### src/rtl/arith_pkg.sv
// Shared arithmetic definitions: FSM state encoding and default operand width.
package arith_pkg;

  localparam int unsigned DEFAULT_WIDTH = 8;

  typedef enum logic [1:0] {
    ST_IDLE  = 2'd0,
    ST_SHIFT = 2'd1,
    ST_DONE  = 2'd2
  } state_t;

endpackage

### src/rtl/full_subtractor_1bit.sv
// One-bit full subtractor: d = x - y - bin, with borrow out.
module full_subtractor_1bit (
  output logic d,
  output logic bout,
  input  logic x,
  input  logic y,
  input  logic bin
);

  // Difference bit and borrow generated from one bit slice.
  always_comb begin
    d    = x ^ y ^ bin;
    bout = (~x & y) | (~(x ^ y) & bin);
  end

endmodule

### src/rtl/serial_subtractor_8bit.sv
// Bit-serial subtractor, LSB first, with start/done handshake.
// Optional feature macro: OVERFLOW_FLAG_EN adds a two's-complement overflow output.
module serial_subtractor_8bit
  import arith_pkg::*;
#(
  parameter int unsigned WIDTH = DEFAULT_WIDTH
) (
  input  logic             clk,
  input  logic             rst_n,
  input  logic             start,
  input  logic [WIDTH-1:0] a,
  input  logic [WIDTH-1:0] b,
  input  logic             borrow_in,
  output logic             busy,
  output logic             done,
  output logic [WIDTH-1:0] diff,
  output logic             borrow_out
`ifdef OVERFLOW_FLAG_EN
  ,
  output logic             overflow
`endif
);

  localparam int unsigned CW = $clog2(WIDTH + 1);

  state_t state, state_next;

  logic [WIDTH-1:0] a_sh;
  logic [WIDTH-1:0] b_sh;
  logic [WIDTH-1:0] res;
  logic [CW-1:0]    count;
  logic             br;
  logic             bit_d;
  logic             bit_bout;
  logic             load;
  logic             shift_en;
  logic             finish;
`ifdef OVERFLOW_FLAG_EN
  logic             a_sign;
  logic             b_sign;
`endif

  full_subtractor_1bit u_slice (
    .d    (bit_d),
    .bout (bit_bout),
    .x    (a_sh[0]),
    .y    (b_sh[0]),
    .bin  (br)
  );

  // State register.
  always_ff @(posedge clk or negedge rst_n) begin
    if (!rst_n) state <= ST_IDLE;
    else        state <= state_next;
  end

  // Next-state and datapath control; SHIFT spends one extra cycle with
  // count==WIDTH to publish the result, giving done after WIDTH+1 edges.
  always_comb begin
    state_next = state;
    load       = 1'b0;
    shift_en   = 1'b0;
    finish     = 1'b0;
    unique case (state)
      ST_IDLE: begin
        if (start) begin
          load       = 1'b1;
          state_next = ST_SHIFT;
        end
      end
      ST_SHIFT: begin
        if (count == CW'(WIDTH)) begin
          finish     = 1'b1;
          state_next = ST_DONE;
        end else begin
          shift_en = 1'b1;
        end
      end
      ST_DONE: begin
        if (start) begin
          load       = 1'b1;
          state_next = ST_SHIFT;
        end else begin
          state_next = ST_IDLE;
        end
      end
      default: state_next = ST_IDLE;
    endcase
  end

  // Operand/result shift registers, borrow flop, counter and published outputs.
  always_ff @(posedge clk or negedge rst_n) begin
    if (!rst_n) begin
      a_sh       <= '0;
      b_sh       <= '0;
      res        <= '0;
      count      <= '0;
      br         <= 1'b0;
      diff       <= '0;
      borrow_out <= 1'b0;
`ifdef OVERFLOW_FLAG_EN
      a_sign     <= 1'b0;
      b_sign     <= 1'b0;
      overflow   <= 1'b0;
`endif
    end else begin
      if (load) begin
        a_sh   <= a;
        b_sh   <= b;
        res    <= '0;
        br     <= borrow_in;
        count  <= '0;
`ifdef OVERFLOW_FLAG_EN
        a_sign <= a[WIDTH-1];
        b_sign <= b[WIDTH-1];
`endif
      end
      if (shift_en) begin
        res   <= {bit_d, res[WIDTH-1:1]};
        a_sh  <= {1'b0, a_sh[WIDTH-1:1]};
        b_sh  <= {1'b0, b_sh[WIDTH-1:1]};
        br    <= bit_bout;
        count <= count + CW'(1);
      end
      if (finish) begin
        diff       <= res;
        borrow_out <= br;
`ifdef OVERFLOW_FLAG_EN
        overflow   <= (a_sign != b_sign) && (res[WIDTH-1] != a_sign);
`endif
      end
    end
  end

  // Handshake status decoded from the state.
  always_comb begin
    busy = (state == ST_SHIFT);
    done = (state == ST_DONE);
  end

endmodule
### config.mk
export PLATFORM = sky130hd
export DESIGN_NAME = serial_subtractor_8bit
export DESIGN_NICKNAME = d
export VERILOG_FILES = /design/src/rtl/arith_pkg.sv /design/src/rtl/full_subtractor_1bit.sv /design/src/rtl/serial_subtractor_8bit.sv
export SDC_FILE = /design/constraint.sdc
export NUM_CORES = 1
export LEC_CHECK = 0
export CORE_MARGIN = 2
export CORE_UTILIZATION = 53
export CTS_CLUSTER_DIAMETER = 50
export DETAILED_ROUTE_END_ITERATION = 8
export GPL_ROUTABILITY_DRIVEN = 0
export GPL_TIMING_DRIVEN = 0
export PLACE_DENSITY = 0.83
export SLEW_MARGIN = 20
export SYNTH_ARGS = -nofsm -noshare
export SYNTH_HDL_FRONTEND = slang
export SYNTH_HIERARCHICAL = 1
export SYNTH_SLANG_ARGS = --single-unit
### constraint.sdc
create_clock -name clk -period 2 [get_ports clk]
set_clock_uncertainty 0.05 [all_clocks]
set_input_delay 0.5 -clock clk [delete_from_list [all_inputs] [get_ports clk]]
set_output_delay 0.5 -clock clk [all_outputs]
set_load 0.02 [all_outputs]
**Word level (Yosys, flattened, before mapping)**

Cells that the tools add are included.
Widths: inputs -> output; s select.

- Flip-flop bits (word level): 40
- Word-level logic and storage cells: 45
- Output and inout bits: 11

- $add $sub $neg: 1
- Eq/ne operators: 5
- Multiplexer cells: 20
- Bitwise gates (word level): 7
- Reductions and logical operators: 4

Operators with widths:

| kind | count |
|---|---|
| $mux 8 | 6 |
| $mux 1 | 9 |
| $mux 4 | 2 |
| $pmux 2 s3 | 1 |
| $add 4x1->4 const B | 1 |
| $eq 4x4->1 const B | 1 |
| $mux 2 | 2 |
| $and 1x1->1 | 2 |
| $eq 2x1->1 const B | 1 |
| $eq 2x2->1 const B | 1 |
| $logic_not 2->1 | 1 |
| $ne 2x1->1 const B | 1 |
| $ne 2x2->1 const B | 1 |
| $not 1->1 | 2 |
| $reduce_and 2->1 | 1 |
| $reduce_bool 2->1 | 1 |
| $reduce_or 2->1 | 1 |
| $xor 1x1->1 | 2 |
| $or 1x1->1 | 1 |

**Depth between registers and ports, before layout**

- Word-level depth: 5
- Depth in mapped cells: 6
- Mapped depth without buffers: 5

**Hierarchy**

The synthesis kept the hierarchy.

By module, submodules not included:

| module | cells each | instances | sequential area each (um2) | area an instance (um2) |
|---|---|---|---|---|
| serial_subtractor_8bit | 138 | 1 | 1,001.0 | 1,904.3 |
| full_subtractor_1bit | 4 | 1 | 0.0 | 31.3 |

**Worst setup path before layout**

No wires, ideal clock.

- Path kind: reg-to-reg
- Start point: register count[0]
- End point: register a_sh[1]
- Buffers on the path: 1
- Stages on the path, launching flop included: 7
- Required time: 1.825 ns
- Period minus slack after synthesis: 1.611 ns
- Setup time: 0.125 ns
- Path slack: 0.389 ns
- Data arrival time: 1.436 ns
- Cells stage by stage: dfrtp_1 > inv_1 > ha_1 > nand2_2 > o21ai_4 > buf_12 > mux2_4

- Longest elaborated chain between the ends: 4
- Elaborated cells on any way between the ends: 5
- Classes of those cells: eq/ne (1); mux (3); reduce/logical (1)

RTL lines:

| item | RTL line | source |
|---|---|---|
| start, declared | serial_subtractor_8bit.sv:31 | `logic [CW-1:0] count;` |
| start signal, assigned | serial_subtractor_8bit.sv:123 | `count <= count + CW'(1);` |
| $eq 4x4->1 (*) | serial_subtractor_8bit.sv:72 | `if (count == CW'(WIDTH)) begin` |
| $mux 1 (*) | serial_subtractor_8bit.sv:72 |  |
| $mux 1 (*) | serial_subtractor_8bit.sv:64 | `unique case (state)` |
| $mux 8 or $reduce_bool 2->1 (tied branches) | - |  |
| end signal, assigned | serial_subtractor_8bit.sv:120 | `a_sh <= {1'b0, a_sh[WIDTH-1:1]};` |
| end, declared | serial_subtractor_8bit.sv:28 | `logic [WIDTH-1:0] a_sh;` |

Every way passes the cells marked *; elsewhere a longest branch is shown, timed or not.
A chain may end at the register's enable or synchronous reset.

**Worst setup path after layout**

- Start point: register borrow_out
- End point: output port borrow_out

RTL lines:

| item | RTL line | source |
|---|---|---|
| start, declared | serial_subtractor_8bit.sv:17 | `output logic borrow_out` |
| start signal, assigned | serial_subtractor_8bit.sv:127 | `borrow_out <= br;` |

No word-level cell between the ends.

==> impl_metrics.csv <==
group,metric,value,unit
setup_path,slowest_stage,"clkdlybuf4s50_1",
sta,setup_viol,0,
setup_path,worstPathArrival,1.32,ns
yosys,yosys.area_share.simple,6.92,%
setup_path,crit_chain,"clkdlybuf4s50_1",
route,viasPerCell,5.05,
status,status,"completed",
setup_path,crit_fanout,2,
setup_path,critical_path_buf_inv_count,1,
clock_tree,clockBufferDepth,2,
sta,setup_ws,0.130,ns
setup_path,critPathLaunch,"borrow_out",
clock_tree,hold_buffers,0,
clock_tree,postCtsSetupBuffers,0,
sta,clock.fmax,535,MHz
setup_path,critPathTopFamily,"buffers and inverters",
final_layout,diodes,0,
clock_tree,clock_latency,0.34,ns
sta,relSlewSlack,73.7,%
clock_tree,cts_buffers,5,
setup_path,critPathCaptureType,"output port",
global_routing,grt_use_total,18.9,%
final_layout,seqCellArea,0.00100,mm²
clock_tree,htreeDepth,2,
pwr,powerDensity,1430,mW/mm²
sta,min_period,1.87,ns
setup_path,criticalPathCategory,"register to output port",
placement,dp_slack,-0.00178,ns
placement,portBuffers,30,
yosys,syn_avg_cell_area,13.6,µm²
route,via_count,1147,
floorplan,ios,31,
yosys,synthesis.area,0.00194,mm²
yosys,synth_cells,142,
yosys,synth_warnings,6,
clock_tree,cts_num_sinks,40,
yosys,synth_fa_ha_area_share,2.33,%
route,drc,0,
sta,tightest_slew,0.393,ns
route,dr.pass1.iters,4,
floorplan,fp.dieW,64.4,µm
pwr,vdd_drop_max,943,µV
run,drv_cap,0,
yosys,ys_seq_area_share,51.7,%
sta,drv_slew,0,
sta,finalCritPeriodShare,93.5,%
floorplan,die-area,0.00415,mm²
yosys,ys_ff_latch,40,
placement,place_area,0.00231,mm²
route,wl_per_cell,14.9,µm
final_layout,multiInputGateArea,812,µm²
sta,rsz0062_at_grt,"no",
clock_tree,ctsResizeCount,2,
final_layout,nFillCells,253,
global_routing,overflow,0,
setup_path,max_stage_delay,0.61,ns
final_layout,fin_area,0.00236,mm²
final_layout,synthToLayoutAreaGrowth,22.2,%
final_layout,drive_above_1_share,33.1,%
global_routing,grt_start_max_net_pins,27,
yosys,synth_top_family_by_area,"multiplexers",
yosys,synth-compound-area-share,0.840,%
min_path,hold_class,"primary input to async pin",
global_routing,antenna_found_initial,0,
floorplan,dieHeight,64.4,µm
yosys,synth.area.mux_share,31.4,%
setup_path,r2r-start,"count[0]",
yosys,synth_nets,165,
setup_path,required,1.45,ns
route,ant_nets,0,
route,drt-total-wl,3.38,mm
floorplan,coreArea,0.00342,mm²
clock_tree,tritoncts,"done",
route,initialDrtViolationCount,52,
pwr,p_leak,1.17,nW
final_layout,final_nets,203,
placement,dp_hpwl,2.45,mm
floorplan,initial_core_util,56.7,%
yosys,synthXorXnorAreaFrac,0.452,%
sta,hold_viol,0,
global_routing,grt_pass1_wl,5.91,mm
setup_path,cp-start-kind,"register",
floorplan,core.rowCount,21,
clock_tree,clockRootBuffer,"clkbuf_4",
global_routing,grt_pass1_vias,1253,
clock_tree,cts.reportedPaths.clkPinSlew,0.12,ns
yosys,synth_cell_type_count,21,
stage by stage:
| stage | power, mW | instances | TNS (ns) | hold slack [ns] | util (%) |
|---|---|---|---|---|---|
| finish | 3.39 | 227 | 0 | 0.000628 | 69.2 |
| detailed placement | 3.00 | 219 | -0.00178 | 0.385 | 67.6 |
| floorplan | 2.53 | 142 | 0 | 0.154 | - |
| CTS | 3.42 | 227 | 0 | 0.00341 | 69.2 |
| global placement | 2.90 | 218 | -22.55 | 0.430 | 67.1 |
| global route | 3.65 | 227 | 0 | 0.00952 | 69.2 |
power breakdown:
part	leakage, nW	switching [mW]	internal [mW]	total (mW)
Sequential	0.515	0.225	1.13	1.36
Combinational	0.627	0.692	0.912	1.60
Clock	0.0326	0.253	0.174	0.426
cell type report:
type / count / share of cell area (%)
multi-input combinational: 82 / 34.3
tap: 46 / 2.43
clock buffer: 8 / 2.49
buffer: 6 / 2.96
inverter: 14 / 2.22
sequential: 40 / 42.3
timing repair buffer: 31 / 13.2
state kept, by name (all words and copies together) (netlist names):
signal,cells
diff,8
a_sh,8
borrow_out,1
count,4
state,2
res,8
br,1
b_sh,8
synthesized netlist by cell type:
cell type / n / share of area [%]
and2_1: 2 / 0.65
and2b_2: 1 / 0.45
buf_12: 1 / 1.0
buf_2: 1 / 0.26
buf_6: 4 / 2.3
dfrtp_1: 40 / 52
fa_1: 1 / 1.0
ha_1: 2 / 1.3
inv_1: 14 / 2.7
mux2_1: 1 / 0.58
mux2_2: 33 / 19
mux2_4: 7 / 5.4
mux2i_1: 12 / 6.2
nand2_1: 16 / 3.1
nand2_2: 1 / 0.32
nand2b_1: 1 / 0.32
nand2b_4: 1 / 0.71
nor2b_4: 1 / 0.71
nor3b_2: 1 / 0.65
o21ai_4: 1 / 0.84
xor2_1: 1 / 0.45
metal layers:
layer / routed length (µm) / GRT usage (%)
met2: 1730 / 32.8
met1: 1420 / 22.9
met5: 0 / 0
met4: 23 / 4.79
met3: 205 / 6.08
worst paths after layout:
check | endpoint | slack, ns | depth (start not counted)
max in group asynchronous | count[0] | 1.44 | 2
worst max register to register | a_sh[2] | 0.24 | 6
worst max-delay path | borrow_out | 0.13 | 1
worst min-delay path | state[1] | 0.0006 | 1
min in group clk | a_sh[3] | 0.47 | 1
worst min register to register | a_sh[3] | 0.47 | 1
cells in the final DEF (no fill, tap or decap), types with 4 or more instances in the layout:
cell type,instances
dfrtp_1,40
mux2_2,33
clkdlybuf4s50_1,27
nand2_1,16
inv_1,14
mux2i_1,12
mux2_4,7
clkbuf_4,5
buf_6,4
cell families after synthesis:
| kind of cell | count (synthesis) |
|---|---|
| xor+xnor | 1 |
| simple gates | 24 |
| flops | 40 |
| mux | 53 |
| compound gates | 1 |
| buf+inv | 20 |
| fa+ha+maj | 3 |
No activity file was read; power rests on OpenSTA's default activity.
